`config.mk`:
```
export PLATFORM = sky130hd
export DESIGN_NAME = io_bridge_flat
export DESIGN_NICKNAME = d
export VERILOG_FILES = /design/src/rtl/io_bridge_pkg.sv /design/src/rtl/io_bridge_if.sv /design/src/rtl/io_bridge_uart_tx_fifo.sv /design/src/rtl/io_bridge.sv /design/src/flat_wrapper.sv
export SDC_FILE = /design/constraint.sdc
export NUM_CORES = 1
export LEC_CHECK = 0
export BUFFER_PORTS_ARGS = -buffer_cell sky130_fd_sc_hd__buf_4
export CORE_MARGIN = 8
export CORE_UTILIZATION = 50
export CTS_CLUSTER_SIZE = 20
export DETAILED_ROUTE_END_ITERATION = 10
export GPL_ROUTABILITY_DRIVEN = 1
export GPL_TIMING_DRIVEN = 1
export PLACE_DENSITY = 0.79
export SYNTH_ARGS = -nofsm -noshare
export SYNTH_HDL_FRONTEND = slang
export SYNTH_SLANG_ARGS = --single-unit
```
`constraint.sdc`:
```
create_clock -name clk_in -period 6.1 [get_ports clk_in]
set_input_delay 0.305 -clock clk_in [delete_from_list [all_inputs] [get_ports clk_in]]
set_output_delay 0.305 -clock clk_in [all_outputs]
set_load 0.01 [all_outputs]
```
`src/rtl/io_bridge_pkg.sv`:
```
// Shared IO address map and UART transmitter state encodings for the io_bridge slice.
package io_bridge_pkg;

  localparam logic [17:0] IO_BASE        = 18'h30000;
  localparam logic [17:0] IO_UART_ADDR   = 18'h30000;
  localparam logic [17:0] IO_HALT_ADDR   = 18'h30004;
  localparam logic [17:0] IO_STATUS_ADDR = 18'h30004;

  typedef enum logic [1:0] {
    UART_IDLE  = 2'd0,
    UART_START = 2'd1,
    UART_DATA  = 2'd2,
    UART_STOP  = 2'd3
  } uart_state_t;

endpackage

```
`src/rtl/io_bridge_if.sv`:
```
// CPU external bus: master is the core, slave is the bridge; no handshake beyond rdy_in and io_buffer_full.
interface io_bridge_if;

  logic        rdy_in;
  logic [31:0] cpu_a;
  logic [7:0]  cpu_dout;
  logic        cpu_wr;
  logic [7:0]  cpu_din;
  logic        io_buffer_full;

  modport master (
    output rdy_in, cpu_a, cpu_dout, cpu_wr,
    input  cpu_din, io_buffer_full
  );

  modport slave (
    input  rdy_in, cpu_a, cpu_dout, cpu_wr,
    output cpu_din, io_buffer_full
  );

endinterface

```
`src/rtl/io_bridge_uart_tx_fifo.sv`:
```
// UART TX byte FIFO feeding an 8N1 serialiser; a push is seen by the FSM one cycle later.
// No backpressure on push: a push into a full FIFO without a same-edge pop is dropped and flagged.
module uart_tx_fifo
  import io_bridge_pkg::*;
#(
  parameter int FIFO_DEPTH_LOG = 4,
  parameter int FULL_SLACK     = 2,
  parameter int BAUD_DIV       = 868
) (
  input  logic       clk_in,
  input  logic       rst_in,
  input  logic       push,
  input  logic [7:0] push_dat,
  output logic       fifo_empty,
  output logic       near_full,
  output logic       overflow,
  output logic       uart_tx
);

  localparam int DEPTH = 1 << FIFO_DEPTH_LOG;
  localparam int PW    = FIFO_DEPTH_LOG + 1;
  localparam int PW1   = PW + 1;
  localparam int BW    = $clog2(BAUD_DIV + 1);
  localparam logic [BW-1:0] BAUD_LAST = BW'(BAUD_DIV - 1);
  localparam logic [PW:0]   DEPTH_W   = PW1'(DEPTH);
  localparam logic [PW:0]   SLACK_W   = PW1'(FULL_SLACK);

  logic [7:0]    mem [DEPTH];
  logic [PW-1:0] head, tail, count;
  logic [PW:0]   free_cnt;
  logic          full, pop, push_ok;
  uart_state_t   state;
  logic [BW-1:0] baud;
  logic [2:0]    bit_idx;
  logic [7:0]    shift;

  assign count      = tail - head;
  assign fifo_empty = (head == tail);
  assign full       = (head[FIFO_DEPTH_LOG-1:0] == tail[FIFO_DEPTH_LOG-1:0]) &&
                      (head[PW-1] != tail[PW-1]);
  assign free_cnt   = DEPTH_W - {1'b0, count};
  assign near_full  = (free_cnt <= SLACK_W);

  // Pops only happen when a new frame is launched: from idle, or straight out of a finished stop bit.
  assign pop     = !fifo_empty && ((state == UART_IDLE) || (state == UART_STOP && baud == '0));
  assign push_ok = push && (!full || pop);

  always_ff @(posedge clk_in) begin
    if (push_ok) mem[tail[FIFO_DEPTH_LOG-1:0]] <= push_dat;
  end

  always_ff @(posedge clk_in or negedge rst_in) begin
    if (!rst_in) begin
      head     <= '0;
      tail     <= '0;
      overflow <= 1'b0;
    end else begin
      if (pop) head <= head + PW'(1);
      if (push_ok) tail <= tail + PW'(1);
      if (push && !push_ok) overflow <= 1'b1;
    end
  end

  always_ff @(posedge clk_in or negedge rst_in) begin
    if (!rst_in) begin
      state   <= UART_IDLE;
      uart_tx <= 1'b1;
      baud    <= '0;
      bit_idx <= '0;
      shift   <= '0;
    end else begin
      case (state)
        UART_IDLE: begin
          if (pop) begin
            shift   <= mem[head[FIFO_DEPTH_LOG-1:0]];
            baud    <= BAUD_LAST;
            uart_tx <= 1'b0;
            state   <= UART_START;
          end
        end
        UART_START: begin
          if (baud == '0) begin
            baud    <= BAUD_LAST;
            bit_idx <= '0;
            uart_tx <= shift[0];
            state   <= UART_DATA;
          end else begin
            baud <= baud - BW'(1);
          end
        end
        UART_DATA: begin
          if (baud == '0) begin
            baud <= BAUD_LAST;
            if (bit_idx == 3'd7) begin
              uart_tx <= 1'b1;
              state   <= UART_STOP;
            end else begin
              shift   <= shift >> 1;
              uart_tx <= shift[1];
              bit_idx <= bit_idx + 3'd1;
            end
          end else begin
            baud <= baud - BW'(1);
          end
        end
        UART_STOP: begin
          if (baud == '0) begin
            if (pop) begin
              shift   <= mem[head[FIFO_DEPTH_LOG-1:0]];
              baud    <= BAUD_LAST;
              uart_tx <= 1'b0;
              state   <= UART_START;
            end else begin
              state <= UART_IDLE;
            end
          end else begin
            baud <= baud - BW'(1);
          end
        end
        default: state <= UART_IDLE;
      endcase
    end
  end

endmodule

```
`src/rtl/io_bridge.sv`:
```
// Decodes CPU accesses to block RAM or the IO window; loads return exactly one accepted cycle later.
// Stores are throttled only through io_buffer_full, raised while FULL_SLACK or fewer FIFO slots remain.
module io_bridge
  import io_bridge_pkg::*;
#(
  parameter int FIFO_DEPTH_LOG = 4,
  parameter int FULL_SLACK     = 2,
  parameter int BAUD_DIV       = 868
) (
  input  logic        clk_in,
  input  logic        rst_in,
  io_bridge_if.slave  cpu,
  output logic        ram_en,
  output logic        ram_wr,
  output logic [16:0] ram_a,
  output logic [7:0]  ram_dout,
  input  logic [7:0]  ram_din,
  output logic        uart_tx,
  output logic        sim_halt,
  output logic        fifo_overflow
);

  logic [17:0] addr;
  logic        io, io_wr, push, halt_wr, fifo_empty, near_full;
  logic        acc_q, sel_io;
  logic [7:0]  io_rd, sel_val, din_hold, din;
  logic        unused_addr_hi;

  assign addr           = cpu.cpu_a[17:0];
  assign unused_addr_hi = ^cpu.cpu_a[31:18];
  assign io             = (addr[17:16] == IO_BASE[17:16]);

  assign ram_en   = cpu.rdy_in & ~io;
  assign ram_wr   = cpu.cpu_wr;
  assign ram_a    = addr[16:0];
  assign ram_dout = cpu.cpu_dout;

  assign io_wr   = cpu.rdy_in & io & cpu.cpu_wr;
  assign push    = io_wr && (addr == IO_UART_ADDR);
  assign halt_wr = io_wr && (addr == IO_HALT_ADDR);
  assign io_rd   = (addr == IO_STATUS_ADDR) ? {7'b0, fifo_empty} : 8'h00;

  // din_hold keeps the last returned byte so cpu_din freezes while the CPU is stalled.
  always_ff @(posedge clk_in or negedge rst_in) begin
    if (!rst_in) begin
      acc_q    <= 1'b0;
      sel_io   <= 1'b0;
      sel_val  <= 8'h00;
      din_hold <= 8'h00;
      sim_halt <= 1'b0;
    end else begin
      acc_q    <= cpu.rdy_in;
      din_hold <= din;
      sim_halt <= halt_wr;
      if (cpu.rdy_in) begin
        sel_io  <= io;
        sel_val <= io_rd;
      end
    end
  end

  assign din                = !acc_q ? din_hold : (sel_io ? sel_val : ram_din);
  assign cpu.cpu_din        = din;
  assign cpu.io_buffer_full = near_full;

  uart_tx_fifo #(
    .FIFO_DEPTH_LOG (FIFO_DEPTH_LOG),
    .FULL_SLACK     (FULL_SLACK),
    .BAUD_DIV       (BAUD_DIV)
  ) u_uart (
    .clk_in     (clk_in),
    .rst_in     (rst_in),
    .push       (push),
    .push_dat   (cpu.cpu_dout),
    .fifo_empty (fifo_empty),
    .near_full  (near_full),
    .overflow   (fifo_overflow),
    .uart_tx    (uart_tx)
  );

endmodule

```
`src/flat_wrapper.sv`:
```
// flat-port wrapper written by rule: the top's interface ports become plain ports
module io_bridge_flat import io_bridge_pkg::*;
#(
  parameter int FIFO_DEPTH_LOG = 4,
  parameter int FULL_SLACK     = 2,
  parameter int BAUD_DIV       = 868
)
  (clk_in, rst_in, ram_en, ram_wr, ram_a, ram_dout, ram_din, uart_tx, sim_halt, fifo_overflow, cpu_rdy_in, cpu_cpu_a, cpu_cpu_dout, cpu_cpu_wr, cpu_cpu_din, cpu_io_buffer_full);
  io_bridge_if cpu_i ();
  input  logic clk_in;
  input  logic rst_in;
  output logic ram_en;
  output logic ram_wr;
  output logic [16:0] ram_a;
  output logic [7:0] ram_dout;
  input  logic [7:0] ram_din;
  output logic uart_tx;
  output logic sim_halt;
  output logic fifo_overflow;
  input wire logic [$bits(cpu_i.rdy_in)-1:0] cpu_rdy_in;
  input wire logic [$bits(cpu_i.cpu_a)-1:0] cpu_cpu_a;
  input wire logic [$bits(cpu_i.cpu_dout)-1:0] cpu_cpu_dout;
  input wire logic [$bits(cpu_i.cpu_wr)-1:0] cpu_cpu_wr;
  output wire logic [$bits(cpu_i.cpu_din)-1:0] cpu_cpu_din;
  output wire logic [$bits(cpu_i.io_buffer_full)-1:0] cpu_io_buffer_full;
  assign cpu_i.rdy_in = cpu_rdy_in;
  assign cpu_i.cpu_a = cpu_cpu_a;
  assign cpu_i.cpu_dout = cpu_cpu_dout;
  assign cpu_i.cpu_wr = cpu_cpu_wr;
  assign cpu_cpu_din = cpu_i.cpu_din;
  assign cpu_io_buffer_full = cpu_i.io_buffer_full;
  io_bridge #(.FIFO_DEPTH_LOG(FIFO_DEPTH_LOG), .FULL_SLACK(FULL_SLACK), .BAUD_DIV(BAUD_DIV)) u_core (.clk_in(clk_in), .rst_in(rst_in), .cpu(cpu_i), .ram_en(ram_en), .ram_wr(ram_wr), .ram_a(ram_a), .ram_dout(ram_dout), .ram_din(ram_din), .uart_tx(uart_tx), .sim_halt(sim_halt), .fifo_overflow(fifo_overflow));
endmodule
```
==> impl_metrics.csv <==
group,metric,value,unit
clock_tree,clock_path_buffers,2,
synth,synthMuxAreaShare,0.102,
placement,placed_area,8570,um2
worst_setup_path,arrival,3.96,ns
synth,synth_async_sr_flop_share,0.269,
floorplan,io_pins,91,
global_routing,gr-total-overflow,0,
worst_setup_path,critPathRequiredTime,6.16,ns
clock_tree,cts_buffers,17,
finish,num_antenna_cells,0,
worst_setup_path,path_buf_inv,1,
clock_tree,clock_sinks,175,
drt,routed_wl,16.8,mm
global_routing,grt_pass1_vias,5088,
worst_setup_path,max_stage_delay,0.96,ns
finish,fill_cells,1245,
global_routing,grtUsageMet1,0.198,
floorplan,die_x,143,um
power,p_seq_frac,0.537,
sta,fin_tns_setup,0,ns
global_routing,grt.busiest_layer,"met2",
clock_tree,ctsResizeCount,0,
drt,vias,4793,
synth,synth_top_family_by_area,"multiplexers",
power,powerDensity,268,nW/um2
floorplan,initial_core_util,0.508,
power,switchingPower,571,uW
synth,ys_warn_count,0,
hold_path,min_path_type,"input port to flop",
power,p_clk_frac,0.417,
synth,synthAdderAreaFrac,0.0353,
synth,syn_nets,633,
floorplan,coreArea,15800,um2
sta,slew_headroom,0.235,
sta,holdWs,0.0420,ns
worst_setup_path,start_kind,"flop",
synth,synthCells,559,
floorplan,fp.dieArea,20300,um2
synth,synthSimpleGateAreaFrac,0.0864,
clock_tree,clk_latency,0.43,ns
placement,globalplace.congestion,0.821,
finish,utilization,0.579,
power,power_leakage,0.00348,uW
worst_setup_path,crit_type,"flop to flop",
global_routing,use_met2,0.311,
finish,area_delta_synth_final,14.0,%
placement,dpl.hpwl,10.9,mm
synth,synth_area_leaders,"edfxtp_1 (48%), dfrtp_1 (14%), mux4_2 (6.5%), ha_1 (3.3%), mux2i_1 (2.8%)",
power,total_power,2450,uW
synth,yosysTopAreaCellShare,0.480,
drt,wire_per_inst,20.1,um
sta,clock.fmax,0.257,GHz
synth,synth_flop_cell,"edfxtp_1",
worst_setup_path,worstPathMaxFanout,22,
sta,hold_viol,0,
finish,fin_area,9120,um2
drt,dr.first_iter.drc_count,379,
sta,drv_slew,0,
synth,ys_types,63,
power,internal-power,1880,uW
synth,syn_avg_cell_area,14.3,um2
synth,synth_top_area_cell,"edfxtp_1",
sta,worst_pin_slew,1.14,ns
floorplan,die_h,143,um
synth,synth_area,8000,um2
sta,grt_setup_unrepaired,"no",
synth,synth_compound_area_frac,0.0839,
status,status,"completed",
sta,fin_crit,3.90,ns
sta,fin_crit_sh,0.639,
worst_setup_path,cp_slowest_cell,"a211oi_2",
worst_setup_path,crit_family,"compound AO/OA/AOI/OAI gates",
synth,synthXorXnorAreaFrac,0.0131,
drt,avgViaCountPerCell,5.71,
worst_setup_path,endpoint_kind,"flop",
global_routing,grt_start_max_net_pins,48,
sta,fin_skew,0.0115,ns
finish,drive_above_1_share,0.249,
worst_setup_path,worstPathCellList,"inv_1, ha_1, nand4_1, nor3b_1, a211oi_2, and3_1",
power,combPwrFrac,0.046,
synth,yosysSeqAreaShare,0.627,
drt,drc,0,
flow_run,maxCapViolations,0,
synth,synth_edf_count,128,
power,switching_share,0.233,
finish,num-nets-final,685,
drt,drt-pass1-iter-count,5,
synth,yosys_register_bits,175,
sta,setup_viol,0,
global_routing,grt_pass1_wl,26.9,mm
floorplan,row_count,46,
power,vdd_drop_max,239,uV
clock_tree,clkTransAtPathRegs,0.07,ns
clock_tree,cts_max_level,4,
global_routing,grt_antenna_before_repair,0,
global_routing,use_met3,0.0399,
placement,place.port_buffers,76,
clock_tree,cts-root-buf,"clkbuf_16",
drt,antenna_left,0,
clock_tree,cts_tree,"yes",
global_routing,track_usage,0.173,
## flip-flops by register name, indices dropped and copies added (netlist names)
signal	cells
u_core.acc_q	1
u_core.din_hold	8
u_core.sel_io	1
u_core.sel_val	1
u_core.sim_halt	1
u_core.u_uart.baud	10
u_core.u_uart.bit_idx	3
u_core.u_uart.head	5
u_core.u_uart.mem	128
u_core.u_uart.overflow	1
u_core.u_uart.shift	8
u_core.u_uart.state	2
u_core.u_uart.tail	5
u_core.u_uart.uart_tx	1
## cells in the mapped netlist, types with 3 or more instances
cell,number
nor2b_1,9
o22ai_1,3
buf_4,27
edfxtp_1,128
o21ai_0,27
ha_1,21
nor3_1,10
mux2_2,4
nand3_1,6
a32o_1,6
buf_2,7
nand2b_1,4
a21oi_1,23
mux2i_1,22
o22a_1,3
clkbuf_1,10
o221ai_1,7
nor4_1,5
nor3b_1,4
inv_1,31
xnor2_1,8
and3_1,20
mux4_2,23
nand2_1,22
dfrtp_1,46
nor2_1,22
xor2_1,4
nand4_1,8
## cell usage in the layout (no fill, tap or decap), types with 20 or more instances in the layout
cell type and n:
mux2i_1 22, a21oi_1 23, o21ai_0 27, mux4_2 23, edfxtp_1 128, nor2_1 22
inv_1 31, ha_1 21, dfrtp_1 44, and3_1 20, nand2_1 22, buf_4 79
## cell families after synthesis
kind of cell             Yosys count
AND/OR/NAND/NOR                  124
flip-flops                       175
adder cells (fa/ha/maj)           22
buffers and inverters             78
AO/OA/AOI/OAI                     97
XOR/XNOR                          12
multiplexers                      51
## power groups by stage
stage | Combinational, uW | Sequential, uW | Clock, uW
6_report | 111 | 1310 | 1020
5_1_grt | 123 | 1320 | 1080
4_1_cts | 113 | 1310 | 1030
3_5_place_dp | 111 | 1340 | 0
3_3_place_gp | 107 | 1340 | 0
2_1_floorplan | 65.1 | 1330 | 0
## path summary, 6_finish.rpt
check	startpoint	endpoint	slack (ns)	cells after the start
hold / removal	cpu_rdy_in	u_core.acc_q	0.04	1
setup reg to reg	u_core.u_uart.head[2]	u_core.u_uart.mem[15][4]	2.20	6
max in group asynchronous	rst_in	u_core.u_uart.head[1]	5.20	2
hold reg to reg	u_core.u_uart.tail[4]	u_core.u_uart.tail[4]	0.50	1
min in group asynchronous	rst_in	u_core.din_hold[4]	0.44	2
setup / recovery	u_core.u_uart.head[2]	u_core.u_uart.mem[15][4]	2.20	6
## area by class of cell
cell class              count  area, um2  share of cell area
clock inverters            14        120              0.0132
clock buffers              17        425              0.0466
inverters                  31        116              0.0128
multi-input cells         306       2560               0.281
repair buffers             80        603              0.0661
flip-flops and latches    175       5020               0.551
well taps                 216        270              0.0296
## routing by layer
| metal | share of wire | vias up | wire, um |
|---|---|---|---|
| li1 | - | 2202 | - |
| met1 | 0.40 | 2442 | 6800 |
| met2 | 0.54 | 134 | 9070 |
| met3 | 0.044 | 15 | 735 |
| met4 | 0.013 | 0 | 224 |
| met5 | 0 | - | 0 |
## timing repair
item / in CTS / in global routing
hold buffers: 1 / 0
endpoints found under the setup margin: 0 / 0
endpoints found under the hold margin: 46 / 0
buffers inserted: 0 / 0
## metrics by stage
stage | cells | setup slack, ns
global route | 839 | 2.05
global placement | 807 | 2.45
finish | 839 | 2.20
detailed placement | 807 | 2.33
CTS | 839 | 2.31
floorplan | 559 | 2.90
## worst register-to-register path, cell delays in order, from the launching register on
cell and delay [ns]:
dfrtp_1 0.95, inv_1 0.27, ha_1 0.41, nand4_1 0.20
nor3b_1 0.10, a211oi_2 0.96, and3_1 0.65
(Power assumes the default switching activity.)
